## src/rtl/mips_trace_buffer.sv

```systemverilog
// mips_trace_buffer
// Post-trigger trace capture for the MIPS pipeline debug outputs.
// Records non-stalled cycles into a circular buffer once armed, keeps
// POST_TRIG records after a PC-match trigger, then freezes and drains the
// frozen records oldest first over a valid/ready port.
//
// Optional build macro: TRACE_FILTER_EN
//   When defined, only cycles with RegWrite, MemWrite or Branch set are
//   captured (and considered for the trigger).
//
// Ports:
//   clock, reset       : clock, synchronous active-high reset
//   ip_PC .. ip_Zero   : per-cycle pipeline snapshot to record
//   ip_stall           : no capture while high
//   ip_arm             : pulse in IDLE starts a capture session
//   ip_trigger_en/PC   : PC-match trigger
//   ip_rd_ready        : readout consumer ready
//   op_rd_valid/data   : readout record (fall-through from storage)
//   op_count           : records held
//   op_dropped         : records overwritten this session (saturating)
//   op_state           : 0=IDLE 1=ARMED 2=POST 3=FROZEN
module mips_trace_buffer #(
    parameter int DEPTH     = 16,
    parameter int POST_TRIG = 8
) (
    input  logic                       clock,
    input  logic                       reset,
    input  logic [9:0]                 ip_PC,
    input  logic [31:0]                ip_instruction,
    input  logic [31:0]                ip_ALU_result,
    input  logic                       ip_RegWrite,
    input  logic                       ip_MemWrite,
    input  logic                       ip_Branch,
    input  logic                       ip_Zero,
    input  logic                       ip_stall,
    input  logic                       ip_arm,
    input  logic                       ip_trigger_en,
    input  logic [9:0]                 ip_trigger_PC,
    input  logic                       ip_rd_ready,
    output logic                       op_rd_valid,
    output logic [77:0]                op_rd_data,
    output logic [$clog2(DEPTH):0]     op_count,
    output logic [7:0]                 op_dropped,
    output logic [1:0]                 op_state
);
    localparam int AW = $clog2(DEPTH);
    localparam logic [AW:0]   FULL = (AW+1)'(DEPTH);
    localparam logic [AW-1:0] PT   = AW'(POST_TRIG);

    typedef enum logic [1:0] {
        IDLE   = 2'd0,
        ARMED  = 2'd1,
        POST   = 2'd2,
        FROZEN = 2'd3
    } state_t;

    state_t        r_state, w_next;
    logic [AW-1:0] r_wr_ptr, r_rd_ptr, r_post;
    logic [AW:0]   r_count;
    logic [7:0]    r_dropped;
    logic [77:0]   r_mem [DEPTH];

    logic w_qual, w_cap, w_trig, w_pop;

`ifdef TRACE_FILTER_EN
    assign w_qual = ip_RegWrite | ip_MemWrite | ip_Branch;
`else
    assign w_qual = 1'b1;
`endif

    assign w_cap  = (r_state == ARMED || r_state == POST) && !ip_stall && w_qual;
    // Comparator only matters while ARMED; POST ignores further matches.
    assign w_trig = w_cap && (r_state == ARMED) && ip_trigger_en && (ip_PC == ip_trigger_PC);
    assign w_pop  = op_rd_valid && ip_rd_ready;

    always_comb begin
        w_next = r_state;
        case (r_state)
            IDLE:   if (ip_arm) w_next = ARMED;
            ARMED:  if (w_trig) w_next = (PT == '0) ? FROZEN : POST;
            POST:   if (w_cap && r_post == AW'(1)) w_next = FROZEN;
            FROZEN: if (r_count == '0 || (w_pop && r_count == (AW+1)'(1))) w_next = IDLE;
            default: w_next = IDLE;
        endcase
    end

    always_ff @(posedge clock) begin
        if (reset) begin
            r_state   <= IDLE;
            r_wr_ptr  <= '0;
            r_rd_ptr  <= '0;
            r_count   <= '0;
            r_dropped <= '0;
            r_post    <= '0;
        end else begin
            r_state <= w_next;
            if (r_state == IDLE && ip_arm) begin
                r_wr_ptr  <= '0;
                r_rd_ptr  <= '0;
                r_count   <= '0;
                r_dropped <= '0;
            end
            if (w_cap) begin
                r_wr_ptr <= r_wr_ptr + 1'b1;
                if (r_count != FULL) begin
                    r_count <= r_count + 1'b1;
                end else begin
                    // Full: the write lands on the oldest record.
                    r_rd_ptr <= r_rd_ptr + 1'b1;
                    if (r_dropped != 8'hFF) r_dropped <= r_dropped + 1'b1;
                end
                if (w_trig)
                    r_post <= PT;
                else if (r_state == POST)
                    r_post <= r_post - 1'b1;
            end
            if (w_pop) begin
                r_rd_ptr <= r_rd_ptr + 1'b1;
                r_count  <= r_count - 1'b1;
            end
        end
    end

    always_ff @(posedge clock) begin
        if (w_cap)
            r_mem[r_wr_ptr] <= {ip_PC, ip_RegWrite, ip_MemWrite, ip_Branch, ip_Zero,
                                ip_instruction, ip_ALU_result};
    end

    assign op_rd_valid = (r_state == FROZEN) && (r_count != '0);
    assign op_rd_data  = r_mem[r_rd_ptr];
    assign op_count    = r_count;
    assign op_dropped  = r_dropped;
    assign op_state    = r_state;
endmodule

```

## config.mk

```make
export PLATFORM = sky130hd
export DESIGN_NAME = mips_trace_buffer
export DESIGN_NICKNAME = d
export VERILOG_FILES = /design/src/rtl/mips_trace_buffer.sv
export SDC_FILE = /design/constraint.sdc
export NUM_CORES = 1
export LEC_CHECK = 0
export ABC_AREA = 1
export CELL_PAD_IN_SITES_DETAIL_PLACEMENT = 0
export CELL_PAD_IN_SITES_GLOBAL_PLACEMENT = 1
export CORE_MARGIN = 3
export CORE_UTILIZATION = 56
export DETAILED_ROUTE_END_ITERATION = 10
export GPL_TIMING_DRIVEN = 1
export PLACE_DENSITY_LB_ADDON = 0.1
export SETUP_SLACK_MARGIN = 0.2
export SLEW_MARGIN = 40
export SYNTH_ARGS = -nofsm -noshare
export SYNTH_HDL_FRONTEND = slang
export SYNTH_SLANG_ARGS = --single-unit
```

## constraint.sdc

```tcl
create_clock -name clock -period 12.1 [get_ports clock]
set_input_delay 3.63 -clock clock [delete_from_list [all_inputs] [get_ports clock]]
set_output_delay 3.63 -clock clock [all_outputs]
set_load 0.01 [all_outputs]
```

==> Word level (Yosys, flattened, before mapping) <==
Memory sizes are Yosys's and may differ from the RTL's. A register that Yosys moved wholly into a read port is not among the register bits.
Index checks and enable logic that the tools add are counted.
{ "op_classes": {"add_sub_neg": 6, "n_reduce_logical": 19, "mux": 24, "eq_ne": 12} }
{ "ops": {"columns": ["op", "n"], "rows": [
  ["2-to-1 mux 4 bit", 9],
  ["2-to-1 mux 8 bit", 4],
  ["2-to-1 mux 5 bit", 4],
  ["equality test 10 bit", 1],
  ["logical AND 1 bit", 9],
  ["adder 4 x 1 -> 4 bit, second input constant", 2],
  ["adder 8 x 1 -> 8 bit, second input constant", 1],
  ["2-to-1 mux 2 bit", 4],
  ["inequality test 8 bit, second input constant", 1],
  ["case mux 2 bit (4 select lines)", 1],
  ["inequality test 2 bit, second input constant", 3],
  ["adder 5 x 1 -> 5 bit, second input constant", 1],
  ["equality test 5 x 1 -> 1 bit, second input constant", 1],
  ["logical NOT 5 bit", 1],
  ["inequality test 5 bit, second input constant", 1],
  ["nonzero test 5 bit", 1],
  ["subtractor 5 x 1 -> 5 bit, second input constant", 1],
  ["equality test 2 bit, second input constant", 2],
  ["equality test 4 x 1 -> 1 bit, second input constant", 1],
  ["AND reduction 4 bit", 1],
  ["nonzero test 2 bit", 2],
  ["subtractor 4 x 1 -> 4 bit, second input constant", 1],
  ["equality test 2 x 1 -> 1 bit, second input constant", 1],
  ["logical NOT 2 bit", 1],
  ["5 further kinds", 7]
]} }
{ "totals": {"mem_count": 1, "out_inout_bits": 94, "inputBits": 94, "ram_bits": 1248, "word_cells": 68, "regBits": 27} }
{ "mem_list": {"columns": ["memory", "depth", "word_bits", "rd", "rd_ports_with_merged_regs", "write_ports", "line_no", "rtl"], "rows": [
  ["r_mem", 16, 78, 1, 1, 1, "61", "logic [77:0] r_mem [DEPTH];"]
]} }

==> Longest topological paths before layout <==
{ "logic_depth": {"word_depth": 8, "mapped_depth": 12, "depth_no_buf": 12} }

==> Worst setup path before layout <==
Ideal clock, no wire load.
{ "synth_timing": {"path_type": "input -> register", "startpoint": "input port ip_stall", "endpoint": "memory r_mem[0][0], enable pin", "slack_ns": 4.092, "t_arrival_ns": 7.493, "n_path_buf": 1, "cell_stages": 6, "cell_sequence": "inv_1 -> nand2_2 -> inv_1 -> buf_2 -> nand2_1 -> nor2_1"} }
{ "synth_via": {"elab_chain_cells": 4} }
{ "synth_rtl": {"columns": ["element", "line_no", "rtl"], "rows": [
  ["start: declaration", "35", "input logic ip_stall,"],
  ["logical NOT 1 bit", "71", "assign w_cap = (r_state == ARMED || r_state == POST) && !ip_stall && w_qual;"],
  ["logical AND 1 bit", "71", null],
  ["2-to-1 mux 1 bit", "125", "if (w_cap)"],
  ["2-to-1 mux 1 bit (not written as such)", "126", "r_mem[r_wr_ptr] <= {ip_PC, ip_RegWrite, ip_MemWrite, ip_Branch, ip_Zero,"],
  ["end: declaration", "61", null]
]} }
No other way between the ends.

==> results by group <==
Synthesis
  • Synth area leaders: edfxtp_1 74%, mux2i_1 5.3%, o221ai_1 4.6%, nor2_1 3.3%, o21ai_0 3.2%
  • Top cells by count, synth: 1248 x edfxtp_1, 445 x nor2_1, 324 x o21ai_0, 267 x mux2i_1, 265 x o221ai_1
  • Syn Inst Count: around 3300
  • Post-synth ARST share: 0
  • Commonest register cell after synthesis: edfxtp_1
  • Most frequent cell after synthesis: edfxtp_1
  • Top cell type's share of synthesized area: 0.742
  • EDFF count, synth: about 1200
  • Syn nets: around 3400
  • Post-synthesis sequential area ratio: 0.753
  • Synthesized area: slightly above 50000 µm²
  • Largest area contributor in the netlist: edfxtp_1
  • Post-Syn Area per Cell: approximately 15 µm²
  • Synth warn: 0
  • Post-synthesis register bit count: 1275
  • Distinct cells, synth: 43

Detailed routing
  • DR DRC count: 0
  • Initial DRC Count: roughly 2900
  • Final WL: around 120 mm
  • Post-DRT Antenna Nets: 0
  • Pre-antenna DRT Iters: 5
  • DR vias: roughly 30000
  • Average routed wire per standard cell: around 26 µm
  • Vias per cell: approximately 6.3

Global route
  • First-pass GRT wire length: between 150 and 200 mm
  • Vias in the first global route: 29870
  • Largest net degree at the start of global routing: approximately 160
  • Total gr overflow: 0
  • Initial antenna violation count: 9
  • GR Util All Layers: 0.262

Power and ir drop
  • Pwr Total: just under 10000 µW
  • Max rail drop VDD: 130 µV
  • Leakage power: 0.0176 µW
  • Pwr dens: about 170 nW/µm²

STA
  • Pins Over Slew Limit: 0
  • Clock skew: between 0.02 and 0.025 ns
  • Max Clock Freq: between 100 and 150 MHz
  • Post-route minimum period: slightly above 8 ns
  • TNS Setup: 0 ns
  • Worst Tran Pin Value: roughly 0.88 ns
  • Fin crit share: 0.676
  • Slew HR: 0.410
  • Final hold vios: 0
  • RSZ-0062 raised after global routing: no
  • Final Setup Violations: 0

Critical path
  • RR Endpoint: r_mem[10][66]
  • Crit-path max cell delay: 0.82 ns
  • Worst Path Required: roughly 8.5 ns
  • Crit. End Element: output port
  • Critical Path Start Type: register
  • Crit Path Max Fanout: slightly above 100
  • Worst EP arrival: 4.55 ns
  • R2r setup slk: 7.93 ns
  • Crit path kind: register to output port
  • CP Cell Sequence: buf_12 > buf_16 > buf_6 > o21ai_0 > o221ai_1 > nand3_1 > nand2_1 > clkdlybuf4s50_1
  • Worst reg2reg path startpoint: op_state[1]
  • Worst-case reg-to-reg path depth: 8
  • Slowest-stage cell, CP: dfxtp_4

Clock network
  • Hold-fix buffers at CTS: 0
  • Setup bufs post-CTS: 0
  • Number of H-tree levels: 4
  • Clock Tree Root: clkbuf_16
  • Sink Count: 1275
  • Clock Latency Late Sink: 0.72 ns
  • Clk slew on worst S/H paths: 0.06 ns
  • CTS resizes: 0
  • Clock buffers created by TritonCTS: between 100 and 150
  • TritonCTS clock tree: done
  • Max clock buf depth: 3

Hold path
  • Worst Hold Depth: 2
  • Hold Path Sink: r_post[3]
  • Hold Crit Start: r_post[3]
  • Hold WC Path Type: register to register

Outcome
  • Status: completed

Die
  • Row count: between 100 and 150
  • Die area: approximately 94000 µm²
  • Die X: ~300 µm
  • Top-Level Pins: about 190
  • Initial Util: 0.568
  • Core area: about 89000 µm²
  • Chip Height: a little over 300 µm

Placed design
  • Placed insts: about 4500
  • Final Wtd Congestion: ~0.75
  • Post-DP HPWL: about 60 mm
  • Port bufs: between 150 and 200

Finish
  • Fin cells: approximately 4700
  • Layout cell share with drive strength beyond 1: 0.0726
  • Layout area overhead: 13.8%
  • Nets@finish: ~3600

Job
  • Max-Cap Viols: 0
[state kept, by name, summed over array words and instances, names as in the netlist]
register,flops
r_mem,1248
op_state,2
r_rd_ptr,4
op_count,5
op_dropped,8
r_wr_ptr,4
r_post,4
[report_power, final]
group	switching (µW)	total, µW	leakage [µW]	internal [µW]
clock network	1600	3870	0.00199	2270
registers	37.6	5020	0.0115	4980
logic	483	803	0.00415	320
total	2120	9690	0.0176	7570
[through the flow]
| step | setup WS (ns) | util | hold WS [ns] | cell area [µm²] |
|---|---|---|---|---|
| 6_report | 3.92 | 0.646 | 0.500 | 57500 |
| 5_1_grt | 3.61 | 0.646 | 0.519 | 57500 |
| 4_1_cts | 3.73 | 0.646 | 0.501 | 57400 |
| 3_5_place_dp | 4.50 | 0.599 | 0.491 | 53300 |
| 3_3_place_gp | 4.40 | 0.597 | 0.471 | 53100 |
| 2_1_floorplan | 4.09 | - | 0.452 | 50500 |
[worst max-delay path by stage]
stage                startpoint              to  slack, ns  cells after the start
finish              r_rd_ptr[0]  op_rd_data[17]       3.92                      8
CTS                 r_rd_ptr[0]   op_rd_data[2]       3.73                      8
global route        r_rd_ptr[0]   op_rd_data[2]       3.61                      8
detailed placement  r_rd_ptr[0]   op_rd_data[2]       4.50                      8
global placement    r_rd_ptr[0]   op_rd_data[2]       4.40                      7
floorplan              ip_stall     r_mem[0][0]       4.09                      6
[final cells by class]
cell class                      instances  area (µm²)
Timing Repair Buffer                  243        2550
Clock buffer                          187        3640
Multi-Input combinational cell       1759       11100
Antenna cell                            6        15.0
Fill cell                            6219       31400
Sequential cell                      1275       38000
Tap cell                             1165        1460
Clock inverter                         50         492
Inverter                               52         218
[kinds of logic (layout without fill, tap and decap cells)]
group | Yosys count | in the layout | synth area share
compound gates | 714 | 714 | 0.0970
xor+xnor | 14 | 14 | 0.00243
fa+ha+maj | 17 | 17 | 0.00421
buf+inv | 287 | 532 | 0.0300
flops | 1275 | 1275 | 0.753
mux | 267 | 267 | 0.0529
other cells | 0 | 6 | 0
simple gates | 747 | 747 | 0.0603
[per-layer routing]
metal	vias up	GRT usage	share of wire	routed length, µm
li1	13241	-	-	-
met3	221	0.0479	0.071	8790
met5	-	0	0.00024	30
met1	15063	0.356	0.41	51100
met2	1093	0.429	0.49	59900
met4	4	0.0920	0.028	3410
[worst max-delay path: cells and delay by family, from the launching register on]
family                 cells  cell delay, ns
buffers and inverters      4            2.06
flip-flops                 1            0.82
AO/OA/AOI/OAI              2            0.47
AND/OR/NAND/NOR            2            0.38
[placed cells by master (no fill, tap or decap), types with 4 or more instances in the layout]
master and instances:
clkdlybuf4s50_1 187, ha_1 17, buf_4 25, nand3_1 127
clkinv_1 23, nor2_1 429, nand4_1 4, diode_2 6
o221ai_1 265, edfxtp_1 1248, o211ai_1 50, xnor2_1 5
o21ai_0 324, clkinv_2 8, buf_6 18, buf_12 7
dfxtp_4 4, inv_6 6, clkinv_8 5, nand2_1 154
xor2_1 9, dfxtp_1 23, buf_16 5, clkbuf_16 137
o32ai_1 43, a21oi_1 19, inv_1 47, clkbuf_1 48
mux2i_1 267, nor2_4 18, a211oi_1 5, bufinv_16 8
(Power assumes the default switching activity.)
